<file path="src/rtl/serial_subtractor.sv">
// Bit-serial WIDTH-bit subtractor: computes A - B - Bin one bit per clock, LSB first,
// and presents a registered difference and borrow-out with a one-cycle done pulse.
module serial_subtractor #(
    parameter int unsigned WIDTH = 4
) (
    input  logic             clk,
    input  logic             rst_n,
    input  logic             start,
    input  logic [WIDTH-1:0] A,
    input  logic [WIDTH-1:0] B,
    input  logic             Bin,
    output logic [WIDTH-1:0] Diff,
    output logic             Bout,
    output logic             busy,
    output logic             done
);

    localparam int unsigned CNT_W = $clog2(WIDTH + 1);

    localparam logic [1:0] IDLE  = 2'd0;
    localparam logic [1:0] SHIFT = 2'd1;
    localparam logic [1:0] DONE  = 2'd2;

    logic [1:0]       state_q, state_d;
    logic [CNT_W-1:0] cnt_q, cnt_d;
    logic [WIDTH-1:0] a_q, a_d;
    logic [WIDTH-1:0] b_q, b_d;
    logic [WIDTH-1:0] res_q, res_d;
    logic             br_q, br_d;
    logic [WIDTH-1:0] diff_d;
    logic             bout_d;
    logic             busy_d;
    logic             done_d;

    // One-bit full-subtractor slice on the current LSBs of the operand shifters
    logic             d_bit;
    logic             br_nx;
    logic [WIDTH-1:0] res_shift;

    assign d_bit     = a_q[0] ^ b_q[0] ^ br_q;
    assign br_nx     = (~a_q[0] & b_q[0]) | (~(a_q[0] ^ b_q[0]) & br_q);
    assign res_shift = {d_bit, res_q[WIDTH-1:1]};

    // State register
    always_ff @(posedge clk or negedge rst_n) begin
        if (!rst_n) begin
            state_q <= IDLE;
        end else begin
            state_q <= state_d;
        end
    end

    // Datapath and output registers
    always_ff @(posedge clk or negedge rst_n) begin
        if (!rst_n) begin
            cnt_q <= '0;
            a_q   <= '0;
            b_q   <= '0;
            res_q <= '0;
            br_q  <= 1'b0;
            Diff  <= '0;
            Bout  <= 1'b0;
            busy  <= 1'b0;
            done  <= 1'b0;
        end else begin
            cnt_q <= cnt_d;
            a_q   <= a_d;
            b_q   <= b_d;
            res_q <= res_d;
            br_q  <= br_d;
            Diff  <= diff_d;
            Bout  <= bout_d;
            busy  <= busy_d;
            done  <= done_d;
        end
    end

    // Next-state and next-register logic
    always_comb begin
        state_d = state_q;
        cnt_d   = cnt_q;
        a_d     = a_q;
        b_d     = b_q;
        res_d   = res_q;
        br_d    = br_q;
        diff_d  = Diff;
        bout_d  = Bout;
        busy_d  = busy;
        done_d  = 1'b0;

        case (state_q)
            IDLE: begin
                if (start) begin
                    a_d     = A;
                    b_d     = B;
                    br_d    = Bin;
                    res_d   = '0;
                    cnt_d   = '0;
                    busy_d  = 1'b1;
                    state_d = SHIFT;
                end
            end
            SHIFT: begin
                a_d   = a_q >> 1;
                b_d   = b_q >> 1;
                br_d  = br_nx;
                res_d = res_shift;
                cnt_d = cnt_q + CNT_W'(1);
                // Last bit: publish the full result straight from the shifter input
                if (cnt_q == CNT_W'(WIDTH - 1)) begin
                    diff_d  = res_shift;
                    bout_d  = br_nx;
                    busy_d  = 1'b0;
                    done_d  = 1'b1;
                    state_d = DONE;
                end
            end
            DONE: begin
                state_d = IDLE;
            end
            default: begin
                state_d = IDLE;
                busy_d  = 1'b0;
            end
        endcase
    end

endmodule
</file>
<file path="config.mk">
export PLATFORM = sky130hd
export DESIGN_NAME = serial_subtractor
export DESIGN_NICKNAME = d
export VERILOG_FILES = /design/src/rtl/serial_subtractor.sv
export SDC_FILE = /design/constraint.sdc
export NUM_CORES = 1
export LEC_CHECK = 0
export ABC_CLOCK_PERIOD_IN_PS = 3500
export CELL_PAD_IN_SITES_DETAIL_PLACEMENT = 0
export CELL_PAD_IN_SITES_GLOBAL_PLACEMENT = 2
export CORE_ASPECT_RATIO = 1.25
export CORE_UTILIZATION = 46
export CTS_BUF_LIST = sky130_fd_sc_hd__clkbuf_4 sky130_fd_sc_hd__clkbuf_8
export DETAILED_ROUTE_END_ITERATION = 8
export DONT_BUFFER_PORTS = 1
export GPL_TIMING_DRIVEN = 0
export HOLD_SLACK_MARGIN = 0.02
export PLACE_DENSITY = 0.9
export SLEW_MARGIN = 20
export SYNTH_ARGS = -nofsm -noshare
export SYNTH_HDL_FRONTEND = slang
export SYNTH_SLANG_ARGS = --single-unit
</file>
<file path="constraint.sdc">
create_clock -name clk -period 3.5 [get_ports clk]
set_input_delay 0.7 -clock clk [delete_from_list [all_inputs] [get_ports clk]]
set_output_delay 0.7 -clock clk [all_outputs]
set_load 0.01 [all_outputs]
</file>
; After elaboration in Yosys (flattened, before gate mapping)
; Index checks and enable logic that the tools add are counted.
[classes]
addsub = 1
eq_ne = 5
muxes = 18
n_bitwise = 8
n_reduce_logical = 6
[op_table]
columns = operator, count
row1 = 4-bit case mux with 2 select lines, 3
row2 = 4-bit two-way mux, 3
row3 = 3-bit case mux with 2 select lines, 1
row4 = 2-bit AND reduction, 3
row5 = 1-bit two-way mux, 5
row6 = 2-bit two-way mux, 2
row7 = "2-bit inequality test, second input constant", 2
row8 = 2-bit case mux with 2 select lines, 1
row9 = "3-bit by 1-bit adder with 3-bit output, second input constant", 1
row10 = "3-bit by 2-bit equality test with 1-bit output, second input constant", 1
row11 = 3-bit two-way mux, 1
row12 = 1-bit inverter, 3
row13 = 1-bit case mux with 3 select lines, 1
row14 = 3-bit AND reduction, 1
row15 = 1-bit bitwise AND, 2
row16 = "2-bit by 1-bit equality test with 1-bit output, second input constant", 1
row17 = "2-bit equality test, second input constant", 1
row18 = 2-bit logical NOT, 1
row19 = 1-bit case mux with 2 select lines, 1
row20 = 2-bit nonzero test, 1
row21 = 1-bit bitwise XOR, 2
row22 = 1-bit OR, 1
[totals]
regBits = 25
out_inout_bits = 7

; Depth between registers and ports, before layout
; Gate-level depths: netlist of the first run.
[depth]
word_depth = 5
depth_mapped = 5

; Worst setup path after synthesis of the first run
; OpenSTA, ideal clock, no wires.
[synth_path]
path_type = input to register
start = input start
end = register br_q
setup_time_ps = 137
arrival_ps = 1260
setup_slack_ps = 2104
cell_stages = 4
cell_sequence = buf_4 -> nand2b_1 -> o32ai_1 -> a221oi_2
[synth_via]
elab_chain_cells = 2
[synth_rtl]
columns = item, line_no
row1 = from (decl), 8  ; input logic start,
row2 = 2-bit inequality test (no source line), -
row3 = 2-bit AND reduction (no source line), -
row4 = to (signal assigned), 70  ; br_q <= br_d;
row5 = to (decl), 29  ; logic br_q, br_d;
; No other way between the ends.
; A chain may end at the register's enable or synchronous reset.

==> results of run 1 <==
## stage by stage
step,total power [uW],setup slack [ps]
3_5_place_dp,945,1990
5_1_grt,1190,1850
6_report,1090,2000
4_1_cts,1090,2040
2_1_floorplan,854,2100
3_3_place_gp,929,2020
## area by class of cell
class	count	area, um2	area share (%)
repair buffers	2	20.0	1.70
clock buffers	4	36.3	3.08
well taps	31	38.8	3.29
flip-flops and latches	24	601	51.0
inverters	7	26.3	2.23
plain buffers	3	26.3	2.23
multi-input cells	54	430	36.5
## Yosys cell counts (2+ instances only)
| library cell | n | area [um2] |
|---|---|---|
| dfrtp_1 | 24 | 601 |
| a2bb2oi_1 | 2 | 17.5 |
| nand2b_1 | 3 | 18.8 |
| ha_1 | 2 | 25.0 |
| mux2_4 | 4 | 60.1 |
| nand2_1 | 5 | 18.8 |
| a22o_1 | 4 | 35.0 |
| buf_4 | 2 | 15.0 |
| nor2_1 | 3 | 11.3 |
| o21ai_0 | 5 | 25.0 |
| a21oi_1 | 5 | 25.0 |
| inv_1 | 6 | 22.5 |
| o22ai_1 | 11 | 68.8 |
## layout by cell type, fill, tap and decap left out, drive strengths merged, types with 2 or more instances in the layout
cell / instances
ha: 2
o22ai: 11
dfrtp: 24
inv: 7
nor2: 4
nand2b: 4
a22o: 4
nand2: 5
o21ai: 5
dlygate4sd3: 2
a2bb2oi: 2
mux2: 4
a21oi: 5
buf: 3
clkbuf: 4
## state kept, by name, summed over array words and instances (netlist names), 2 cells and up
name and count:
b_q 4, Diff 4, cnt_q 3, state_q 2
res_q 3, a_q 4
## final timing paths
path	start	end	slack, ps	cells past startpoint
max reg2reg	cnt_q[0]$_DFFE_PN0P_	Diff[1]$_DFFE_PN0P_	2050	4
min in group asynchronous	rst_n	res_q[1]$_DFFE_PN0P_	660	1
max in group clk	Bout$_DFFE_PN0P_	Bout	2040	0
min reg2reg	cnt_q[0]$_DFFE_PN0P_	cnt_q[0]$_DFFE_PN0P_	510	1
min	B[3]	b_q[3]$_DFFE_PN0P_	510	2
max	rst_n	cnt_q[2]$_DFFE_PN0P_	2000	1
## per-layer routing
metal / share of wire (%) / vias up / wire, um / global-route usage (%)
met5: 0 / - / 0 / 0
met4: 1.1 / 0 / 21 / 7.79
met1: 49 / 358 / 962 / 25.1
li1: - / 335 / - / -
met3: 3.2 / 4 / 63 / 2.89
met2: 47 / 17 / 930 / 26.7
## report_power, final
| group | switching [uW] | leakage, uW | internal [uW] |
|---|---|---|---|
| registers | 95.0 | 0.000293 | 402 |
| logic | 222 | 0.000244 | 222 |
| clock network | 81.2 | 0.0000210 | 63.5 |
## cells by family (layout without fill, tap and decap cells)
group	after synthesis	after routing	synth area share, %
AOI/OAI and AO/OA	31	31	20.7
adders and majority gates	3	3	4.16
buffers and inverters	10	16	4.85
DFF	24	24	55.4
muxes	4	4	5.54
and+or+nand+nor	16	16	9.35
==> flow_summary.json, run 1 <==
{
  "status": "finished clean",
  "yosysWarnings": 0,
  "cts_resized": 0,
  "num_io_pins": 19,
  "whs_ps": 511,
  "fin_tns_setup_ps": 0,
  "num_rows": 19,
  "post_drt_wl_per_cell_um": 15.8,
  "setup-violations-final": 0,
  "crit_arrival_ps": 1830,
  "placed_area_um2": 1120,
  "yosys_most_used_dff": "dfrtp_1",
  "area.growth.synth_to_final_pct": 8.78,
  "first_pass_iters": 4,
  "finalHoldViolations": 0,
  "fin_cells": 125,
  "fillers": 204,
  "synthCells": 88,
  "vdd_ir_drop_max_uv": 469,
  "ctsRootBufferMaster": "clkbuf_4",
  "drt_iter0_markers": 12,
  "min_path_type": "input pin to register",
  "grt_pass1_vias": 741,
  "p_leak_uw": 0.000559,
  "vias_per_cell": 5.71,
  "start_util_pct": 49.0,
  "syn_area_per_cell_um2": 12.3,
  "antenna_cells": 0,
  "cpPeakStageDelay_ps": 1130,
  "overflow": 0,
  "cts_tree": "yes",
  "clk_path_buf_depth": 2,
  "port_buffers": 0,
  "cp_slowest_cell": "dlygate4sd3_1",
  "core_um2": 2210,
  "grt_max_degree": 25,
  "postCtsSetupRepairBufs": 0,
  "nets": 110,
  "dieArea_um2": 2550,
  "synth_fp_nets": 103,
  "worstPathCellList": "dlygate4sd3_1",
  "grt_use_total_pct": 17.9,
  "die_h_um": 56.3,
  "crit_required_ps": 3830,
  "fin_crit_ps": 1500,
  "clock_sinks": 24,
  "final_area_um2": 1180,
  "max-cap-violations": 0,
  "critPathKind": "input pin to asynchronous set/reset pin",
  "worst_setup_path_end_kind": "asynchronous set/reset pin",
  "period_share_pct": 42.9,
  "rsz0062_at_grt": "no",
  "numPlacedInstances": 119,
  "ys_async_sr_fraction_pct": 100,
  "fin_util_pct": 53.3,
  "path_clk_slew_ps": 130,
  "drive_gt1_share_pct": 18.1,
  "drc_errors": 0,
  "htreeDepth": 1,
  "wirelength_um": 1980,
  "fp.dieW_um": 45.4,
  "synth_edf_count": 0,
  "crit_buf_inv": 1,
  "dp_hpwl_um": 1320,
  "seq_area_frac_synth_pct": 55.4,
  "tightest_slew_ps": 906,
  "cts_buffers": 3,
  "postRouteAntennaNets": 0,
  "hold_buffers": 0,
  "synth_cell_types": 25,
  "dr_total_vias": 714,
  "maxSlewHeadroom_pct": 39.4,
  "syn_area_um2": 1080,
  "clock_latency_ps": 310,
  "crit_family": "buffers and inverters",
  "fmaxAchievable_ghz": 0.666,
  "grt_antenna_before_repair": 0,
  "power_density_nw_per_um2": 922,
  "fin_skew_ps": 11.7,
  "grt_pass1_wl_um": 3310,
  "ys_ff_latch": 24,
  "path_max_fanout": 20,
  "cp-start-kind": "input pin",
  "drv_slew": 0,
  "place_congestion": 0.713
}
(Power assumes the default switching activity.)
==> run 2: changes to the inputs <==
--- a/config.mk
+++ b/config.mk
@@ -5,17 +5,17 @@
 export SDC_FILE = /design/constraint.sdc
 export NUM_CORES = 1
 export LEC_CHECK = 0
-export ABC_CLOCK_PERIOD_IN_PS = 3500
+export ABC_CLOCK_PERIOD_IN_PS = 1300
 export CELL_PAD_IN_SITES_DETAIL_PLACEMENT = 0
 export CELL_PAD_IN_SITES_GLOBAL_PLACEMENT = 2
 export CORE_ASPECT_RATIO = 1.25
-export CORE_UTILIZATION = 46
+export CORE_UTILIZATION = 38
 export CTS_BUF_LIST = sky130_fd_sc_hd__clkbuf_4 sky130_fd_sc_hd__clkbuf_8
 export DETAILED_ROUTE_END_ITERATION = 8
 export DONT_BUFFER_PORTS = 1
 export GPL_TIMING_DRIVEN = 0
 export HOLD_SLACK_MARGIN = 0.02
-export PLACE_DENSITY = 0.9
+export PLACE_DENSITY = 0.8
 export SLEW_MARGIN = 20
 export SYNTH_ARGS = -nofsm -noshare
 export SYNTH_HDL_FRONTEND = slang
==> constraint.sdc (replaced) <==
create_clock -name clk -period 1.3 [get_ports clk]
set_input_delay 0.26 -clock clk [delete_from_list [all_inputs] [get_ports clk]]
set_output_delay 0.26 -clock clk [all_outputs]
set_load 0.01 [all_outputs]
==> flow_summary.json, run 2 (synthesis results as in run 1) <==
{
  "path_clk_slew_ps": 120,
  "drv_slew": 0,
  "tightest_slew_ps": 523,
  "area.growth.synth_to_final_pct": 14.3,
  "crit_family": "flip-flops",
  "fin_crit_ps": 1330,
  "start_util_pct": 40.0,
  "num_rows": 21,
  "vias_per_cell": 5.41,
  "whs_ps": 78.5,
  "nets": 118,
  "vdd_ir_drop_max_uv": 978,
  "pre_cts_slack_ps": -72.2,
  "dp_hpwl_um": 1350,
  "cpPeakStageDelay_ps": 410,
  "max-cap-violations": 0,
  "port_buffers": 0,
  "period_share_pct": 102,
  "drive_gt1_share_pct": 27.7,
  "drc_errors": 0,
  "layout_commonest_cell": "dfrtp_1",
  "crit_required_ps": 1500,
  "wirelength_um": 2050,
  "p_leak_uw": 0.000585,
  "worstPathCellList": "ha_2 > ha_4 > nand3b_4 > mux2_4",
  "htreeDepth": 1,
  "fin_cells": 135,
  "first_pass_iters": 3,
  "path_depth": 4,
  "rrSetupSlack_ps": -30,
  "finalHoldViolations": 0,
  "post_drt_wl_per_cell_um": 15.2,
  "fp.dieW_um": 49.8,
  "crit_arrival_ps": 1530,
  "clkPwrFrac_pct": 10.4,
  "ctsRootBufferMaster": "clkbuf_4",
  "num_io_pins": 19,
  "die_h_um": 61.7,
  "status": "complete, but fails checks",
  "min_path_type": "input pin to register",
  "fin_skew_ps": 5.02,
  "critPathKind": "register to register",
  "clock_sinks": 24,
  "setup_ws_ps": -31.5,
  "drt_iter0_markers": 12,
  "cts_buffers": 3,
  "dr_total_vias": 731,
  "grt_max_degree": 25,
  "cp-start-kind": "register",
  "placed_area_um2": 1130,
  "antenna_cells": 0,
  "p_comb_share_pct": 45.5,
  "clk_path_buf_depth": 2,
  "final_area_um2": 1240,
  "seq_power_share_pct": 44.1,
  "worstHoldPathCells": 2,
  "swShare_pct": 36.5,
  "switchingPower_uw": 1100,
  "grt_use_total_pct": 14.6,
  "numPlacedInstances": 122,
  "power_density_nw_per_um2": 2440,
  "top_regs": "Diff x4, a_q x4, b_q x4",
  "cts_tree": "yes",
  "violations": "setup timing",
  "clock_latency_ps": 310,
  "fmaxAchievable_ghz": 0.751,
  "dieArea_um2": 3070,
  "maxSlewHeadroom_pct": 65.1,
  "core_um2": 2710,
  "crit_start": "cnt_q[0]$_DFFE_PN0P_",
  "setup-violations-final": 4,
  "rr_worst_depth": 4,
  "grt_pass1_vias": 691,
  "place_congestion": 0.692,
  "min_from": "B[3]",
  "crit_buf_inv": 0,
  "grt_antenna_before_repair": 0,
  "cp_slowest_cell": "dfrtp_1",
  "rsz0062_at_grt": "yes",
  "worst_setup_path_end_kind": "register",
  "postRouteAntennaNets": 0,
  "overflow": 0,
  "path_max_fanout": 7,
  "internal-power_uw": 1920,
  "grt_pass1_wl_um": 3270,
  "mostFrequentLayoutCells": "dfrtp_1, o22ai_1, buf_4",
  "regToRegStartpoint": "cnt_q[0]$_DFFE_PN0P_"
}
## run 2: cell type report
type	instances	area [um2]
Fill cell	263	1470
Clock buffer	3	22.5
Tap cell	34	42.5
Multi-Input combinational cell	54	445
Timing Repair Buffer	10	75.1
Sequential cell	24	601
Inverter	7	26.3
Buffer	3	26.3
## run 2: path summary, 6_finish.rpt
kind                                  endpoint
setup / recovery           Diff[1]$_DFFE_PN0P_
hold / removal              b_q[3]$_DFFE_PN0P_
setup reg to reg           Diff[1]$_DFFE_PN0P_
hold reg to reg             a_q[3]$_DFFE_PN0P_
max in group asynchronous   a_q[3]$_DFFE_PN0P_
min in group asynchronous  Diff[3]$_DFFE_PN0P_
## run 2: timing repair
item | in CTS | in global routing
setup buffers | 5 | 3
setup endpoints to repair | 4 | 6
cloned | 0 | 0
hold buffers | 1 | 1
hold endpoints to repair | 24 | 24
pin swaps | 1 | 0
resized for setup | 1 | 2
## run 2: metrics by stage
stage	power (uW)	setup TNS [ps]	util (%)
2_1_floorplan	2310	0	-
3_3_place_gp	2520	-190	41.8
3_5_place_dp	2550	-271	41.8
4_1_cts	2980	-115	44.8
5_1_grt	3260	-287	45.8
6_report	3020	-103	45.8
## run 2: power by group through the flow
stage          Sequential, uW  Combinational, uW  Clock [uW]
3_5_place_dp             1360               1190           0
3_3_place_gp             1350               1170           0
2_1_floorplan            1300               1000           0
4_1_cts                  1340               1320         328
5_1_grt                  1370               1530         357
6_report                 1330               1380         315
## run 2: worst register-to-register path: cells and delay by family, from the launching register on
family                   cells  cell delay (ps)
AND/OR/NAND/NOR              1              140
adder cells (fa/ha/maj)      2              370
flip-flops                   1              410
multiplexers                 1              310
## run 2: metal layers
layer	global-route usage [%]	vias up	share of wire [%]
met4	7.35	0	1.8
met1	19.3	359	48
met2	23.2	18	48
met5	0	-	0
met3	2.92	5	3.1
li1	-	349	-
